### src/rtl/adder_result_queue_if.sv
// adder_result_queue_if: producer/consumer handshake bundle for the adder result queue (stats ports under ADDER_RESULT_QUEUE_STATS_EN)
interface adder_result_queue_if #(
   parameter int WIDTH = 8,
   parameter int DEPTH = 4
);
   logic                     in_valid;
   logic                     in_ready;
   logic [WIDTH-1:0]         in_sum;
   logic                     in_cout;
   logic                     out_valid;
   logic                     out_ready;
   logic [WIDTH-1:0]         out_sum;
   logic                     out_cout;
   logic                     out_zero;
   logic [$clog2(DEPTH):0]   count;
`ifdef ADDER_RESULT_QUEUE_STATS_EN
   logic [15:0]              acc_cnt;
   logic [15:0]              carry_cnt;
   modport slave (
      input  in_valid, in_sum, in_cout, out_ready,
      output in_ready, out_valid, out_sum, out_cout, out_zero, count, acc_cnt, carry_cnt
   );
   modport master (
      output in_valid, in_sum, in_cout, out_ready,
      input  in_ready, out_valid, out_sum, out_cout, out_zero, count, acc_cnt, carry_cnt
   );
`else
   modport slave (
      input  in_valid, in_sum, in_cout, out_ready,
      output in_ready, out_valid, out_sum, out_cout, out_zero, count
   );
   modport master (
      output in_valid, in_sum, in_cout, out_ready,
      input  in_ready, out_valid, out_sum, out_cout, out_zero, count
   );
`endif
endinterface

### src/rtl/adder_result_queue.sv
// adder_result_queue: registered DEPTH-entry FIFO for {sum, cout} with per-entry zero flag; ADDER_RESULT_QUEUE_STATS_EN adds push/carry counters
module adder_result_queue #(
   parameter int WIDTH = 8,
   parameter int DEPTH = 4
) (
   input  logic                  clk,
   input  logic                  rst_n,
   adder_result_queue_if.slave   bus
);
   localparam int PW = $clog2(DEPTH);
   localparam int CW = PW + 1;

   logic [WIDTH+1:0] r_mem [DEPTH];
   logic [PW-1:0]    r_wr_ptr;
   logic [PW-1:0]    r_rd_ptr;
   logic [CW-1:0]    r_count;
   logic [WIDTH+1:0] r_head;
   logic             w_push;
   logic             w_pop;
   logic [PW-1:0]    w_rd_next;
   logic [CW-1:0]    w_count_next;
   logic [WIDTH+1:0] w_in_entry;
   logic [WIDTH+1:0] w_head_next;

   // Handshake decode and next head selection; the freshly written entry bypasses storage when it becomes the head
   always_comb begin
      w_push       = bus.in_valid & bus.in_ready;
      w_pop        = bus.out_valid & bus.out_ready;
      w_rd_next    = r_rd_ptr + PW'(w_pop);
      w_count_next = r_count + CW'(w_push) - CW'(w_pop);
      w_in_entry   = {(bus.in_sum == '0) & ~bus.in_cout, bus.in_cout, bus.in_sum};
      w_head_next  = (w_push && r_wr_ptr == w_rd_next) ? w_in_entry : r_mem[w_rd_next];
   end

   // Entry storage, written on push only and never cleared
   always_ff @(posedge clk) begin
      if (w_push) r_mem[r_wr_ptr] <= w_in_entry;
   end

   // Pointers, occupancy and the registered head copy; head holds its last value once the queue empties
   always_ff @(posedge clk or negedge rst_n) begin
      if (!rst_n) begin
         r_wr_ptr <= '0;
         r_rd_ptr <= '0;
         r_count  <= '0;
         r_head   <= '0;
      end else begin
         r_wr_ptr <= r_wr_ptr + PW'(w_push);
         r_rd_ptr <= w_rd_next;
         r_count  <= w_count_next;
         if (w_count_next != '0) r_head <= w_head_next;
      end
   end

   assign bus.in_ready  = r_count != CW'(DEPTH);
   assign bus.out_valid = r_count != '0;
   assign bus.out_sum   = r_head[WIDTH-1:0];
   assign bus.out_cout  = r_head[WIDTH];
   assign bus.out_zero  = r_head[WIDTH+1];
   assign bus.count     = r_count;

`ifdef ADDER_RESULT_QUEUE_STATS_EN
   logic [15:0] r_acc_cnt;
   logic [15:0] r_carry_cnt;

   // Saturating counts of accepted results and of accepted results carrying out
   always_ff @(posedge clk or negedge rst_n) begin
      if (!rst_n) begin
         r_acc_cnt   <= '0;
         r_carry_cnt <= '0;
      end else if (w_push) begin
         r_acc_cnt   <= (r_acc_cnt == 16'hFFFF) ? r_acc_cnt : r_acc_cnt + 16'd1;
         r_carry_cnt <= (!bus.in_cout || r_carry_cnt == 16'hFFFF) ? r_carry_cnt : r_carry_cnt + 16'd1;
      end
   end

   assign bus.acc_cnt   = r_acc_cnt;
   assign bus.carry_cnt = r_carry_cnt;
`endif
endmodule

### src/flat_wrapper.sv
// flat-port wrapper written by rule: the top's interface ports become plain ports
module adder_result_queue_flat 
#(
   parameter int WIDTH = 8,
   parameter int DEPTH = 4
)
  (clk, rst_n, bus_in_valid, bus_in_sum, bus_in_cout, bus_out_ready, bus_in_ready, bus_out_valid, bus_out_sum, bus_out_cout, bus_out_zero, bus_count);
  adder_result_queue_if #(.WIDTH(WIDTH), .DEPTH(DEPTH)) bus_i ();
  input  logic clk;
  input  logic rst_n;
  input wire logic [$bits(bus_i.in_valid)-1:0] bus_in_valid;
  input wire logic [$bits(bus_i.in_sum)-1:0] bus_in_sum;
  input wire logic [$bits(bus_i.in_cout)-1:0] bus_in_cout;
  input wire logic [$bits(bus_i.out_ready)-1:0] bus_out_ready;
  output wire logic [$bits(bus_i.in_ready)-1:0] bus_in_ready;
  output wire logic [$bits(bus_i.out_valid)-1:0] bus_out_valid;
  output wire logic [$bits(bus_i.out_sum)-1:0] bus_out_sum;
  output wire logic [$bits(bus_i.out_cout)-1:0] bus_out_cout;
  output wire logic [$bits(bus_i.out_zero)-1:0] bus_out_zero;
  output wire logic [$bits(bus_i.count)-1:0] bus_count;
  assign bus_i.in_valid = bus_in_valid;
  assign bus_i.in_sum = bus_in_sum;
  assign bus_i.in_cout = bus_in_cout;
  assign bus_i.out_ready = bus_out_ready;
  assign bus_in_ready = bus_i.in_ready;
  assign bus_out_valid = bus_i.out_valid;
  assign bus_out_sum = bus_i.out_sum;
  assign bus_out_cout = bus_i.out_cout;
  assign bus_out_zero = bus_i.out_zero;
  assign bus_count = bus_i.count;
  adder_result_queue #(.WIDTH(WIDTH), .DEPTH(DEPTH)) u_core (.clk(clk), .rst_n(rst_n), .bus(bus_i));
endmodule
### config.mk
export PLATFORM = sky130hd
export DESIGN_NAME = adder_result_queue_flat
export DESIGN_NICKNAME = d
export VERILOG_FILES = /design/src/rtl/adder_result_queue_if.sv /design/src/rtl/adder_result_queue.sv /design/src/flat_wrapper.sv
export SDC_FILE = /design/constraint.sdc
export NUM_CORES = 1
export LEC_CHECK = 0
export CAP_MARGIN = 30
export CORE_MARGIN = 3
export CORE_UTILIZATION = 55
export CTS_BUF_LIST = sky130_fd_sc_hd__clkbuf_8
export CTS_CLUSTER_SIZE = 20
export DETAILED_ROUTE_END_ITERATION = 12
export MAX_ROUTING_LAYER = met4
export PLACE_DENSITY = 0.8
export REMOVE_ABC_BUFFERS = 1
export SETUP_SLACK_MARGIN = 0.3
export SYNTH_ARGS = -nofsm -noshare
export SYNTH_HDL_FRONTEND = slang
export SYNTH_SLANG_ARGS = --single-unit
### constraint.sdc
create_clock -name clk -period 8.4 [get_ports clk]
set_input_delay 0.84 -clock clk [delete_from_list [all_inputs] [get_ports clk]]
set_output_delay 0.84 -clock clk [all_outputs]
set_load 0.005 [all_outputs]
==> reports/metrics.yaml, run 1 <==
synth_seq_area_share: 0.656
period_share: 0.412
die_x_microns: 73.1
rsz0062_at_grt: "false"
critPathLaunchType: "input pin"
internal_power_w: 0.000805
die_height_microns: 73.1
io_buffers: 27
io_pins: 28
power_leakage_nw: 1.12
r2r-end: "u_core.r_head[9]$_DFFE_PN0P_"
grt_max_degree: 22
end_kind: "register"
dr.pass1.iters: 4
die_area_sq_mm: 0.00535
clk_pin_slew_worst_paths_ps: 60
setup_violations: 0
clk_latency_ps: 320
vias_per_cell: 6.11
r2r_cells: 10
p_per_area_mw_per_mm2: 428
utilization: 0.714
grtUsageTotal: 0.225
status: "completed"
cp-startpoint: "bus_out_ready"
remaining_drc_errors: 0
hold_viol_final: 0
hp-class: "register to register"
drv_slew: 0
postCtsSetupRepairBufs: 0
syn-instance-count: 168
grt_pass1_vias: 1630
skew_ps: 3.67
crit_fanout: 11
critPathCapture: "u_core.r_head[9]$_DFFE_PN0P_"
vias: 1553
htreeDepth: 3
dp_hpwl_microns: 3470
p_switching_w: 0.000470
crit_required_ps: 8600
core_sq_mm: 0.00417
ys_ff_latch: 57
fmax_mhz: 289
start_util: 0.594
insertedDiodeCount: 0
drtAntennaViolNets: 0
nets: 217
clock-root-buffer: "clkbuf_8"
synthToLayoutAreaGrowth_pct: 20.2
setup_tns_ps: 0
p_clk_frac: 0.182
cts_buffers: 9
reg2reg_from: "u_core.bus.count[2]$_DFF_PN0_"
core.rowCount: 23
period_minus_slack_ps: 3460
drt_wl_total_microns: 5240
grt-ovfl-total: 0
p_comb_frac: 0.473
first_iter_violations: 144
clockBufferDepth: 2
wl_per_cell_microns: 20.6
tritoncts: "yes"
gp_congestion: 0.849
ys_types: 34
arrival_ps: 3670
grt_pass1_wl_microns: 8420
antenna_found_initial: 0
maxCapViolCount: 0
cts_hold_buf: 0
reg2reg_setup_slack_ps: 5010
swShare: 0.368
drive_gt1_frac: 0.152
criticalPathCategory: "input pin to register"
cts.repair.resized: 0
seqPwrFrac: 0.346
avgSynthCellArea_sq_um: 14.8
yosysWarnings: 0
vdd_drop_max_uv: 189
synthesis.area_sq_mm: 0.00248
tightest_slew_ps: 967
clock_sinks: 57
relSlewSlack: 0.352
## critical path: stages
cell             delay, ps
clkdlybuf4s50_1        390
and2_1                 160
ha_1                   270
inv_1                   40
ha_1                   200
fa_1                   470
or2_2                  420
nor2_1                 600
or3b_1                 220
nand3_1                 70
## synthesized netlist by cell type
library cell / n / area (sq um)
or2_1: 1 / 6.26
xnor2_2: 1 / 16.3
and2_1: 1 / 6.26
inv_1: 4 / 15.0
edfxtp_1: 40 / 1200
ha_1: 4 / 50.1
fa_1: 1 / 20.0
o21ai_1: 9 / 45.0
or3b_1: 2 / 17.5
nand3_1: 2 / 10.0
or3_1: 2 / 12.5
nor3b_1: 11 / 82.6
nor4_1: 1 / 6.26
dfrtp_1: 17 / 425
a31oi_1: 9 / 56.3
and4_4: 1 / 11.3
xnor3_1: 2 / 45.0
nor2_1: 10 / 37.5
clkbuf_1: 4 / 15.0
or2_2: 1 / 6.26
inv_2: 1 / 3.75
mux4_2: 1 / 22.5
nor3_1: 1 / 5.00
nand4_1: 1 / 6.26
nand4b_1: 1 / 8.76
buf_4: 1 / 7.51
mux2i_1: 9 / 90.1
and3_1: 1 / 6.26
or4_1: 1 / 7.51
a32oi_1: 9 / 78.8
nand2_1: 2 / 7.51
xor2_1: 2 / 17.5
buf_2: 6 / 30.0
mux2_2: 9 / 101
## metrics by stage
step                      worst slack, ps  instance area [sq um]  total power [W]  hold WS (ps)  std cells
final                                4940                   2980          0.00128           533        254
after global routing                 4790                   2980          0.00136           575        254
after CTS                            4960                   2970          0.00127           537        253
after detailed placement             4610                   2790          0.00104           515        237
after global placement               4810                   2790         0.000996           508        237
after floorplan                      5390                   2430         0.000822           487        157
## logic make-up after synthesis
family / count (synthesis) / share of synthesized area
DFF: 57 / 0.656
muxes: 19 / 0.0863
adders and majority gates: 5 / 0.0283
xor gates and xnor gates: 5 / 0.0318
buffers and inverters: 16 / 0.0288
and+or+nand+nor: 39 / 0.0959
AOI/OAI and AO/OA: 27 / 0.0727
## power by group through the flow
stage                     clock network, W  logic, W  registers [W]
after floorplan                          0  0.000388       0.000434
after global routing              0.000250  0.000658       0.000450
after detailed placement                 0  0.000594       0.000445
after global placement                   0  0.000556       0.000439
after CTS                         0.000236  0.000597       0.000441
final                             0.000232  0.000603       0.000441
## placed cells by master, fill, tap and decap left out, drive strengths merged
cell type       n
a31oi           9
a32oi           9
and2            1
and3            1
and4            1
buf             4
bufinv          1
clkbuf          9
clkdlybuf4s50  27
clkinv          3
dfrtp          17
edfxtp         40
fa              1
ha              4
inv             8
mux2            9
mux2i           9
mux4            1
nand2           2
nand3           2
nand4           1
nand4b          1
nor2           10
nor3            1
nor3b          11
nor4            1
o21ai           9
or2             2
or3             2
or3b            2
or4             1
xnor2           1
xnor3           2
xor2            2
## how the worst min path moves through the flow
stage                                             from                            to  slack [ps]  cells past startpoint
after floorplan           u_core.r_head[9]$_DFFE_PN0P_  u_core.r_head[9]$_DFFE_PN0P_         490                      2
after global placement    u_core.r_head[9]$_DFFE_PN0P_  u_core.r_head[9]$_DFFE_PN0P_         510                      2
after detailed placement  u_core.r_head[9]$_DFFE_PN0P_  u_core.r_head[9]$_DFFE_PN0P_         510                      2
after CTS                 u_core.r_head[9]$_DFFE_PN0P_  u_core.r_head[9]$_DFFE_PN0P_         540                      2
after global routing      u_core.r_head[9]$_DFFE_PN0P_  u_core.r_head[9]$_DFFE_PN0P_         570                      2
final                     u_core.r_head[9]$_DFFE_PN0P_  u_core.r_head[9]$_DFFE_PN0P_         530                      2
## final cells by class
| type | instances | area, sq um |
|---|---|---|
| well taps | 50 | 62.6 |
| clock buffers | 9 | 124 |
| fillers | 265 | 1190 |
| multi-input cells | 95 | 786 |
| flip-flops and latches | 57 | 1630 |
| inverters | 5 | 18.8 |
| clock inverters | 7 | 55.1 |
| repair buffers | 31 | 308 |
## flip-flops by register name (all words and copies together), names as in the netlist
| name | cells |
|---|---|
| u_core.r_rd_ptr | 2 |
| u_core.r_mem | 40 |
| u_core.r_wr_ptr | 2 |
| u_core.r_head | 10 |
| u_core.bus.count | 3 |
## routing by layer
metal  up-vias  part of all wire  GRT usage
met2        62              0.51      0.358
li1        710                 -          -
met5         -                 0          -
met1       775              0.42      0.274
met3         6             0.062     0.0579
met4         0             0.011     0.0881
Note: power is estimated with default switching activity, not from simulation.
==> run 2, diff against run 1 <==
- CORE_UTILIZATION: 55 -> 52
- clock period: 8.4 -> 3.15 ns (I/O delays scaled with it)
==> run 2 against run 1 <==
Highest routed layer unchanged. Critical path depth stayed put. Critical endpoint is now u_core.r_head[1]$_DFFE_PN0P_. Sequential share of layout area is 3.1 points lower. Worst hold slack worse by 67 ps.
==> reports/metrics.yaml, run 2 (synthesized netlist as in run 1, its figures left out) <==
setup_violations: 0  # unchanged
dr.pass1.iters: 4  # unchanged
core_sq_mm: 0.00447  # was 0.00417 sq mm
htreeDepth: 3  # unchanged
utilization: 0.706  # was 0.714
gp_congestion: 0.897  # was 0.849
hold_viol_final: 0  # unchanged
io_pins: 28  # unchanged
fmax_mhz: 351
layout_common_cells: "40 x edfxtp_1, 27 x clkdlybuf4s50_1, 17 x dfrtp_1"  # unchanged
arrival_ps: 3060  # was 3670 ps
status: "completed"  # unchanged
clk_latency_ps: 330  # was 320 ps
power_leakage_nw: 1.18  # was 1.12 nW
largest_register_ffs: 40  # unchanged
grt_pass1_wl_microns: 8630  # was 8420 microns
antenna_found_initial: 0  # unchanged
grt_pass1_vias: 1697  # was 1630
insertedDiodeCount: 0  # unchanged
die_height_microns: 75.0  # was 73.1 microns
reg2reg_from: "u_core.bus.count[1]$_DFF_PN0_"  # was u_core.bus.count[2]$_DFF_PN0_
die_x_microns: 75.0  # was 73.1 microns
drt_wl_total_microns: 5640  # was 5240 microns
vdd_drop_max_uv: 558  # was 189 uV
period_minus_slack_ps: 2850
cp_cell_sequence: "or3_4, and2_4, ha_4, inv_2, ha_4, fa_1, or2_4, or2_4, a31oi_4, o21ai_1"  # was clkdlybuf4s50_1, and2_1, ha_1, inv_1, ha_1, fa_1, or2_2, nor2_1, or3b_1, nand3_1
vias: 1597  # was 1553
clock-root-buffer: "clkbuf_8"  # unchanged
first_iter_violations: 123  # was 144
skew_ps: 9.81  # was 3.67 ps
criticalPathCategory: "register to register"  # was input pin to register
reg2reg_setup_slack_ps: 300  # was 5010 ps
p_per_area_mw_per_mm2: 1210  # was 428 mW/mm^2
die_area_sq_mm: 0.00563  # was 0.00535 sq mm
clk_pin_slew_worst_paths_ps: 60  # about the same
nets: 227  # was 217
drtAntennaViolNets: 0  # unchanged
final_common_cell: "edfxtp_1"  # unchanged
worst_hold_slack_ps: 467  # was 533 ps
slowest_delay_ps: 460  # was 600 ps
cp-startpoint: "u_core.bus.count[1]$_DFF_PN0_"  # was bus_out_ready
end_kind: "register"  # unchanged
largest_register: "u_core.r_mem"  # unchanged
drive_gt1_frac: 0.280  # was 0.152
grt_max_degree: 21  # was 22
tritoncts: "yes"  # unchanged
start_util: 0.554  # was 0.594
wl_per_cell_microns: 21.2  # was 20.6 microns
maxCapViolCount: 0  # unchanged
final_cell_area_sq_mm: 0.00316  # was 0.00298 sq mm
r2r-end: "u_core.r_head[1]$_DFFE_PN0P_"  # was u_core.r_head[9]$_DFFE_PN0P_
vias_per_cell: 6.00  # was 6.11
clockBufferDepth: 2  # unchanged
drv_slew: 0  # unchanged
period_share: 0.904
r2r_cells: 10  # unchanged
relSlewSlack: 0.435  # was 0.352
grt-ovfl-total: 0  # unchanged
critPathLaunchType: "register"  # was input pin
cp_slowest_cell: "fa_1"  # was nor2_1
synthToLayoutAreaGrowth_pct: 27.5  # was 20.2%
grtUsageTotal: 0.229  # was 0.225
tightest_slew_ps: 845  # was 967 ps
crit_fanout: 5  # was 11
dp_hpwl_microns: 3430  # was 3470 microns
remaining_drc_errors: 0  # unchanged
placed_area_sq_mm: 0.00283  # was 0.00279 sq mm
core.rowCount: 24  # was 23
io_buffers: 27  # unchanged
crit_required_ps: 3360  # was 8600 ps
rsz0062_at_grt: "true"  # was false
hp-class: "input pin to async pin"  # was register to register
cts_buffers: 9  # unchanged
clock_sinks: 57  # unchanged
run 2: changes by cell type in the layout (fill, tap and decap cells not counted), moves of 3 or more:
cell and delta:
a31oi_1 -3, buf_4 +10, or2_4 +3, nor3b_1 -4
run 2: how the worst max path moves through the flow:
stage,end,slack (ps)
final,u_core.r_head[1]$_DFFE_PN0P_,300
after global routing,u_core.r_head[1]$_DFFE_PN0P_,240
after CTS,u_core.r_head[1]$_DFFE_PN0P_,310
after detailed placement,u_core.r_head[7]$_DFFE_PN0P_,-1
after global placement,u_core.r_head[4]$_DFFE_PN0P_,170
after floorplan,u_core.r_head[9]$_DFFE_PN0P_,150
run 2: critical path: cells and delay by family, from the launching register on:
kind                       cells  cell delay, ps
AOI/OAI and AO/OA              2             280
adders and majority gates      3             860
buffers and inverters          1              40
DFF                            1             390
and+or+nand+nor                4            1160
run 2: cell type report:
class / instances / area [sq um]
flip-flops and latches: 57 / 1630
clock inverters: 5 / 22.5
clock buffers: 11 / 151
repair buffers: 40 / 368
fillers: 294 / 1310
well taps: 52 / 65.1
inverters: 5 / 18.8
multi-input cells: 96 / 908
run 2: layer usage:
layer | up-vias | routed length (microns) | global-route usage
met4 | 0 | 163 | 0.117
met3 | 17 | 446 | 0.0788
li1 | 736 | - | -
met2 | 73 | 2860 | 0.350
met1 | 771 | 2170 | 0.268
met5 | - | 0 | -
run 2: per-stage QoR:
stage | cells | setup WS, ps | TNS (ps) | total power (W)
final | 266 | 304 | 0 | 0.00383
after global routing | 266 | 245 | 0 | 0.00403
after CTS | 265 | 311 | 0 | 0.00367
after detailed placement | 245 | -1.47 | -1.47 | 0.00287
after global placement | 245 | 166 | 0 | 0.00278
after floorplan | 157 | 149 | 0 | 0.00219
run 2: power breakdown:
group	internal (W)	total, W	switching (W)
Combinational	0.000972	0.00207	0.00110
Clock	0.000318	0.000599	0.000281
Sequential	0.00105	0.00116	0.000110
run 2: what timing repair did:
action,CTS,global route
gates cloned,1,0
buffers inserted,3,1
endpoints found under the setup margin,10,10
hold buffers,0,0
pin swaps,7,9
gates resized for setup,12,11
